File: src/rtl/reg_fifo_pkg.sv
// Shared defaults and sizing helper for the register-based synchronous FIFO.
package reg_fifo_pkg;

  localparam int unsigned DEFAULT_WIDTH = 32'd8;
  localparam int unsigned DEFAULT_DEPTH = 32'd4;

  // Pointer width for a given number of entries (at least one bit).
  function automatic int unsigned ptr_width(input int unsigned depth);
    int unsigned w;
    w = 32'd1;
    while ((32'd1 << w) < depth) begin
      w = w + 32'd1;
    end
    return w;
  endfunction

endpackage

File: src/rtl/reg_fifo_mem.sv
// DEPTH x WIDTH register storage: one decoded write port, combinational read mux.
module reg_fifo_mem
  import reg_fifo_pkg::*;
#(
  parameter int unsigned WIDTH = DEFAULT_WIDTH,
  parameter int unsigned DEPTH = DEFAULT_DEPTH,
  localparam int unsigned AW = ptr_width(DEPTH)
) (
  input  logic             clk,
  input  logic             i_wr_en,
  input  logic [AW-1:0]    i_wr_addr,
  input  logic [WIDTH-1:0] i_wr_data,
  input  logic [AW-1:0]    i_rd_addr,
  output logic [WIDTH-1:0] o_rd_data
);

  logic [WIDTH-1:0] r_mem [DEPTH];
  logic [DEPTH-1:0] w_wr_sel;

  // Decode the write address into one enable per entry.
  always_comb begin
    w_wr_sel = '0;
    for (int unsigned i = 0; i < DEPTH; i++) begin
      if (i_wr_en && (i_wr_addr == AW'(i))) begin
        w_wr_sel[i] = 1'b1;
      end else begin
        w_wr_sel[i] = 1'b0;
      end
    end
  end

  // Entry registers; contents are not reset, the pointers make stale data unreachable.
  always_ff @(posedge clk) begin
    for (int unsigned i = 0; i < DEPTH; i++) begin
      if (w_wr_sel[i]) begin
        r_mem[i] <= i_wr_data;
      end
    end
  end

  assign o_rd_data = r_mem[i_rd_addr];

endmodule

File: src/rtl/reg_fifo_sync.sv
// Single-clock FIFO with registered read data, occupancy count, level flags
// and one-cycle overflow/underflow pulses.
module reg_fifo_sync
  import reg_fifo_pkg::*;
#(
  parameter int unsigned WIDTH    = DEFAULT_WIDTH,
  parameter int unsigned DEPTH    = DEFAULT_DEPTH,
  parameter int unsigned AF_LEVEL = DEPTH - 32'd1,
  parameter int unsigned AE_LEVEL = 32'd1,
  localparam int unsigned PW = ptr_width(DEPTH),
  localparam int unsigned CW = PW + 32'd1
) (
  input  logic             clk,
  input  logic             reset_n,
  input  logic             wr_en,
  input  logic [WIDTH-1:0] wr_data,
  input  logic             rd_en,
  output logic [WIDTH-1:0] rd_data,
  output logic             full,
  output logic             empty,
  output logic             almost_full,
  output logic             almost_empty,
  output logic [CW-1:0]    count,
  output logic             overflow,
  output logic             underflow
);

  localparam logic [CW-1:0] DEPTH_C = CW'(DEPTH);
  localparam logic [CW-1:0] AF_C    = CW'(AF_LEVEL);
  localparam logic [CW-1:0] AE_C    = CW'(AE_LEVEL);
  localparam logic          AF_RST  = (AF_LEVEL == 32'd0);

  logic [PW-1:0]    r_wr_ptr;
  logic [PW-1:0]    r_rd_ptr;
  logic [CW-1:0]    r_count;
  logic [WIDTH-1:0] r_rd_data;
  logic             r_full;
  logic             r_empty;
  logic             r_af;
  logic             r_ae;
  logic             r_ovf;
  logic             r_udf;

  logic             w_wr_acc;
  logic             w_rd_acc;
  logic [CW-1:0]    w_count_nxt;
  logic [WIDTH-1:0] w_mem_rd;

  reg_fifo_mem #(
    .WIDTH (WIDTH),
    .DEPTH (DEPTH)
  ) u_mem (
    .clk       (clk),
    .i_wr_en   (w_wr_acc),
    .i_wr_addr (r_wr_ptr),
    .i_wr_data (wr_data),
    .i_rd_addr (r_rd_ptr),
    .o_rd_data (w_mem_rd)
  );

  // Judge both requests against the current flags and compute the next occupancy.
  always_comb begin
    w_wr_acc    = wr_en & ~r_full;
    w_rd_acc    = rd_en & ~r_empty;
    w_count_nxt = r_count;
    case ({w_wr_acc, w_rd_acc})
      2'b10:   w_count_nxt = r_count + CW'(32'd1);
      2'b01:   w_count_nxt = r_count - CW'(32'd1);
      default: w_count_nxt = r_count;
    endcase
  end

  // Pointers, count, read word, flags (from next count so they track count) and pulses.
  always_ff @(posedge clk or negedge reset_n) begin
    if (!reset_n) begin
      r_wr_ptr  <= '0;
      r_rd_ptr  <= '0;
      r_count   <= '0;
      r_rd_data <= '0;
      r_full    <= 1'b0;
      r_empty   <= 1'b1;
      r_af      <= AF_RST;
      r_ae      <= 1'b1;
      r_ovf     <= 1'b0;
      r_udf     <= 1'b0;
    end else begin
      if (w_wr_acc) begin
        r_wr_ptr <= r_wr_ptr + PW'(32'd1);
      end else begin
        r_wr_ptr <= r_wr_ptr;
      end
      if (w_rd_acc) begin
        r_rd_ptr  <= r_rd_ptr + PW'(32'd1);
        r_rd_data <= w_mem_rd;
      end else begin
        r_rd_ptr  <= r_rd_ptr;
        r_rd_data <= r_rd_data;
      end
      r_count <= w_count_nxt;
      r_full  <= (w_count_nxt == DEPTH_C);
      r_empty <= (w_count_nxt == CW'(32'd0));
      r_af    <= (w_count_nxt >= AF_C);
      r_ae    <= (w_count_nxt <= AE_C);
      r_ovf   <= wr_en & r_full;
      r_udf   <= rd_en & r_empty;
    end
  end

  assign rd_data      = r_rd_data;
  assign full         = r_full;
  assign empty        = r_empty;
  assign almost_full  = r_af;
  assign almost_empty = r_ae;
  assign count        = r_count;
  assign overflow     = r_ovf;
  assign underflow    = r_udf;

endmodule

File: config.mk
export PLATFORM = sky130hd
export DESIGN_NAME = reg_fifo_sync
export DESIGN_NICKNAME = d
export VERILOG_FILES = /design/src/rtl/reg_fifo_pkg.sv /design/src/rtl/reg_fifo_mem.sv /design/src/rtl/reg_fifo_sync.sv
export SDC_FILE = /design/constraint.sdc
export NUM_CORES = 1
export LEC_CHECK = 0
export CORE_ASPECT_RATIO = 0.8
export CORE_MARGIN = 1
export CORE_UTILIZATION = 45
export CTS_BUF_LIST = sky130_fd_sc_hd__clkbuf_4
export CTS_CLUSTER_SIZE = 30
export DETAILED_ROUTE_END_ITERATION = 12
export PLACE_DENSITY = 0.68
export SKIP_CTS_REPAIR_TIMING = 1
export SLEW_MARGIN = 5
export SYNTH_ARGS = -nofsm -noshare
export SYNTH_HDL_FRONTEND = slang
export SYNTH_SLANG_ARGS = --single-unit
File: constraint.sdc
create_clock -name clk -period 2.66 [get_ports clk]
set_input_delay 0.798 -clock clk [delete_from_list [all_inputs] [get_ports clk]]
set_output_delay 0.798 -clock clk [all_outputs]
set_load 0.05 [all_outputs]
==> run summary <==
Count of final setup violators: 0
Cell class contributing the biggest share of worst-path delay: adder cells
Wire length of the first global-routing pass: 6070 um
Die outline area: 4960 um^2
Post-detailed-placement cell area: 2480 um^2
Longest Clk Path Bufs: 2
Top cell type by total area after synthesis: sky130_fd_sc_hd__edfxtp_1
Total count of hold-check failures in the final report: 0
Starting Density: 48.5%
Type of the setup path with the least slack: input port to flip-flop
Vertical die dimension: 63.2 um
Wire length after detailed routing: 3600 um
Overall overflow remaining after global route: 0
Critical Path Max Stage Delay: 460 ps
Routed Antenna Nets: 0
Total power: 0.00316 W
Signal arrival time at the worst endpoint: 2850 ps
Library cell contributing the largest single delay on the critical path: sky130_fd_sc_hd__clkdlybuf4s50_1
Top FF cell, synth: sky130_fd_sc_hd__edfxtp_1
Clock transition at the registers of the reported paths: 140 ps
Number of buffers created by CTS: 5
Number of synthesized flops with an enable pin: 32
Power density over cell area: 1210 nW/um^2
Post-Layout Inst Area: 2600 um^2
Number of cell instances on the worst register-to-register path: 7
Path length in cells of the critical path: 8
Hpwl dp: 2440 um
Final instance count without filler cells: 231
Register-to-register setup slack: 520 ps
Most area-consuming cells after synthesis: sky130_fd_sc_hd__edfxtp_1 (46%), sky130_fd_sc_hd__dfrtp_1 (23%), sky130_fd_sc_hd__mux2i_1 (7.6%)
Number of distinct standard cells referenced by the synthesized netlist: 30
Clk Tree Root Cell: sky130_fd_sc_hd__clkbuf_4
Slack of the critical path: 93.9 ps
DRC violations left: 0
Slew at the pin with the worst max-slew slack: 905 ps
Worst setup slack after placement: -320 ps
Run status: finished clean
Post-Synthesis Cell Area: 2100 um^2
Number of global-route vias before repair: 1,241
Data required time at the worst endpoint: 2940 ps
Area share of the largest cell type after synthesis: 45.7%
Number of warnings issued by yosys: 0
Top Ports: 29
Die width: 78.5 um
Global-route usage over all layers: 16.6%
Fraction of registers with async set/reset: 39.6%
Achievable Freq: 390 MHz
Clk_lat worst skew: 350 ps
Row cnt: 21
TNS Setup: 0 ps
Pin count of the biggest net entering global routing: 22
CP cell instances: clkdlybuf4s50_1 -> nor2b_1 -> inv_1 -> ha_1 -> fa_2 -> xnor2_2 -> or3_4 -> a211oi_2
Most used standard cell by instance count after synthesis: sky130_fd_sc_hd__edfxtp_1
Input/output buffers: 28
Crit path time final: 2570 ps
Fraction of final layout cells sized beyond drive strength 1: 14.9%
Post-detailed-route via-to-cell ratio: 5.12
Routed len/inst: 15.6 um
Share of the cycle needed by the critical path after routing: 96.5%
Count of pins over their slew limit: 0
Total core area: 4340 um^2
Worst reg2reg path startpoint: empty
Register area share after synthesis: 70.7%
Via total after detailed routing: 1,183
Worst-case vdd ir drop: 510 uV
Ant diodes: 0
Count of nets after finishing: 191
DR iter-0 viols: 51
Leak: 1.02 nW
First-pass detailed-route iteration total: 4
Unrepaired setup endpoints after global routing: no
# Max-Cap Violations: 0
Number of buffers and inverters on the critical path: 2
Reg2reg end: full
Syn_area_per_cell: 15.5 um^2
Number of synthesized register bits: 53
Min-delay worst type: flip-flop to flip-flop
Sink of the worst hold path: rd_data[4]
Final weighted congestion in routability-driven placement: 0.702
Crit Path Max Fanout: 3
H-Tree Level Count: 2
Worst Skew: 4.07 ps
Hold Path Cell Cnt: 2
Kind of capture point of the worst setup path: flip-flop
Critical Path Source Type: input port
Clock Sink Count: 53
Layout Area Growth over Synthesis: 23.5%
CTS tree: yes
Synth Instances: 136
Hold_sp: rd_data[4]
Ranking of synthesized cells by instance count: sky130_fd_sc_hd__edfxtp_1 (32), sky130_fd_sc_hd__dfrtp_1 (19), sky130_fd_sc_hd__mux2i_1 (16)
Worst slew margin: 39.7%
Total instance count after detailed placement: 223
Number of antenna violations at the first check in global routing: 0
Synthesized net count: 154
worst max-delay path by stage:
stage               start   end  slack [ps]
floorplan           wr_en  full          80
global route        wr_en  full          40
CTS                 wr_en  full          50
global placement    wr_en  full        -210
detailed placement  wr_en  full        -320
finish              wr_en  full          90
cells by family (layout without fill, tap and decap cells):
logic type	after synthesis	after routing	synth area share, %
flip-flops	53	53	70.7
AND/OR/NAND/NOR	31	31	7.49
multiplexers	17	17	8.14
AO/OA/AOI/OAI	15	15	5.71
buffers and inverters	10	48	2.32
adder cells (fa/ha/maj)	6	6	3.92
XOR/XNOR	4	4	1.66
placed cells by master, fill, tap and decap left out:
master and n:
sky130_fd_sc_hd__ha_1 5, sky130_fd_sc_hd__dfrtp_1 19, sky130_fd_sc_hd__nor3_1 1, sky130_fd_sc_hd__nand3_1 1
sky130_fd_sc_hd__nand2_2 1, sky130_fd_sc_hd__clkbuf_4 5, sky130_fd_sc_hd__inv_2 1, sky130_fd_sc_hd__bufinv_16 2
sky130_fd_sc_hd__clkdlybuf4s50_1 28, sky130_fd_sc_hd__a31oi_1 1, sky130_fd_sc_hd__mux2i_1 16, sky130_fd_sc_hd__o21ai_0 2
sky130_fd_sc_hd__buf_4 8, sky130_fd_sc_hd__and2_1 6, sky130_fd_sc_hd__xnor2_2 1, sky130_fd_sc_hd__o31ai_2 1
sky130_fd_sc_hd__clkinv_2 1, sky130_fd_sc_hd__nand2_1 14, sky130_fd_sc_hd__o221ai_1 8, sky130_fd_sc_hd__a22oi_1 1
sky130_fd_sc_hd__nor3b_1 1, sky130_fd_sc_hd__nor2_1 2, sky130_fd_sc_hd__a211oi_2 1, sky130_fd_sc_hd__fa_2 1
sky130_fd_sc_hd__or3_4 1, sky130_fd_sc_hd__nor2b_1 1, sky130_fd_sc_hd__xnor2_1 3, sky130_fd_sc_hd__inv_1 3
sky130_fd_sc_hd__nand2b_1 3, sky130_fd_sc_hd__mux2_2 1, sky130_fd_sc_hd__o22ai_1 1, sky130_fd_sc_hd__edfxtp_1 32
sky130_fd_sc_hd__dfstp_2 2
worst reg2reg max path: cells and delay by family, from the launching register on:
kind,cells,cell delay [ps]
compound gates,1,220
xor+xnor,1,170
fa+ha+maj,2,570
buf+inv,1,60
flops,1,550
simple gates,2,490
state kept, by name, indices dropped and copies added (netlist names):
register	count
full	1
r_rd_ptr	2
u_mem.r_mem	32
almost_full	1
overflow	1
underflow	1
rd_data	8
r_wr_ptr	2
count	3
empty	1
almost_empty	1
area by class of cell:
class	instances	area (um^2)
clock inverters	3	65.1
repair buffers	36	340
flip-flops and latches	53	1490
inverters	4	15.0
multi-input cells	73	582
well taps	57	71.3
fillers	323	1740
clock buffers	5	37.5
power by group:
part | leakage [nW] | switching, W | internal, W
combinational | 0.421 | 0.000785 | 0.000533
sequential | 0.548 | 0.000189 | 0.00112
clock | 0.0552 | 0.000239 | 0.000291
total | 1.02 | 0.00121 | 0.00194
metal layers:
layer / share of wire, % / vias to the layer above / GRT usage, %
li1: - / 570 / -
met1: 44 / 583 / 19.6
met2: 50 / 23 / 28.8
met3: 4.2 / 7 / 4.93
met4: 1.5 / 0 / 5.32
met5: 0 / - / 0
metrics by stage:
stage | utilization (%) | hold slack (ps)
3_5_place_dp | 57.3 | 476
3_3_place_gp | 57.3 | 472
5_1_grt | 60.0 | 540
2_1_floorplan | - | 480
4_1_cts | 59.6 | 513
6_report | 60.0 | 507
Note: power is estimated with default switching activity, not from simulation.
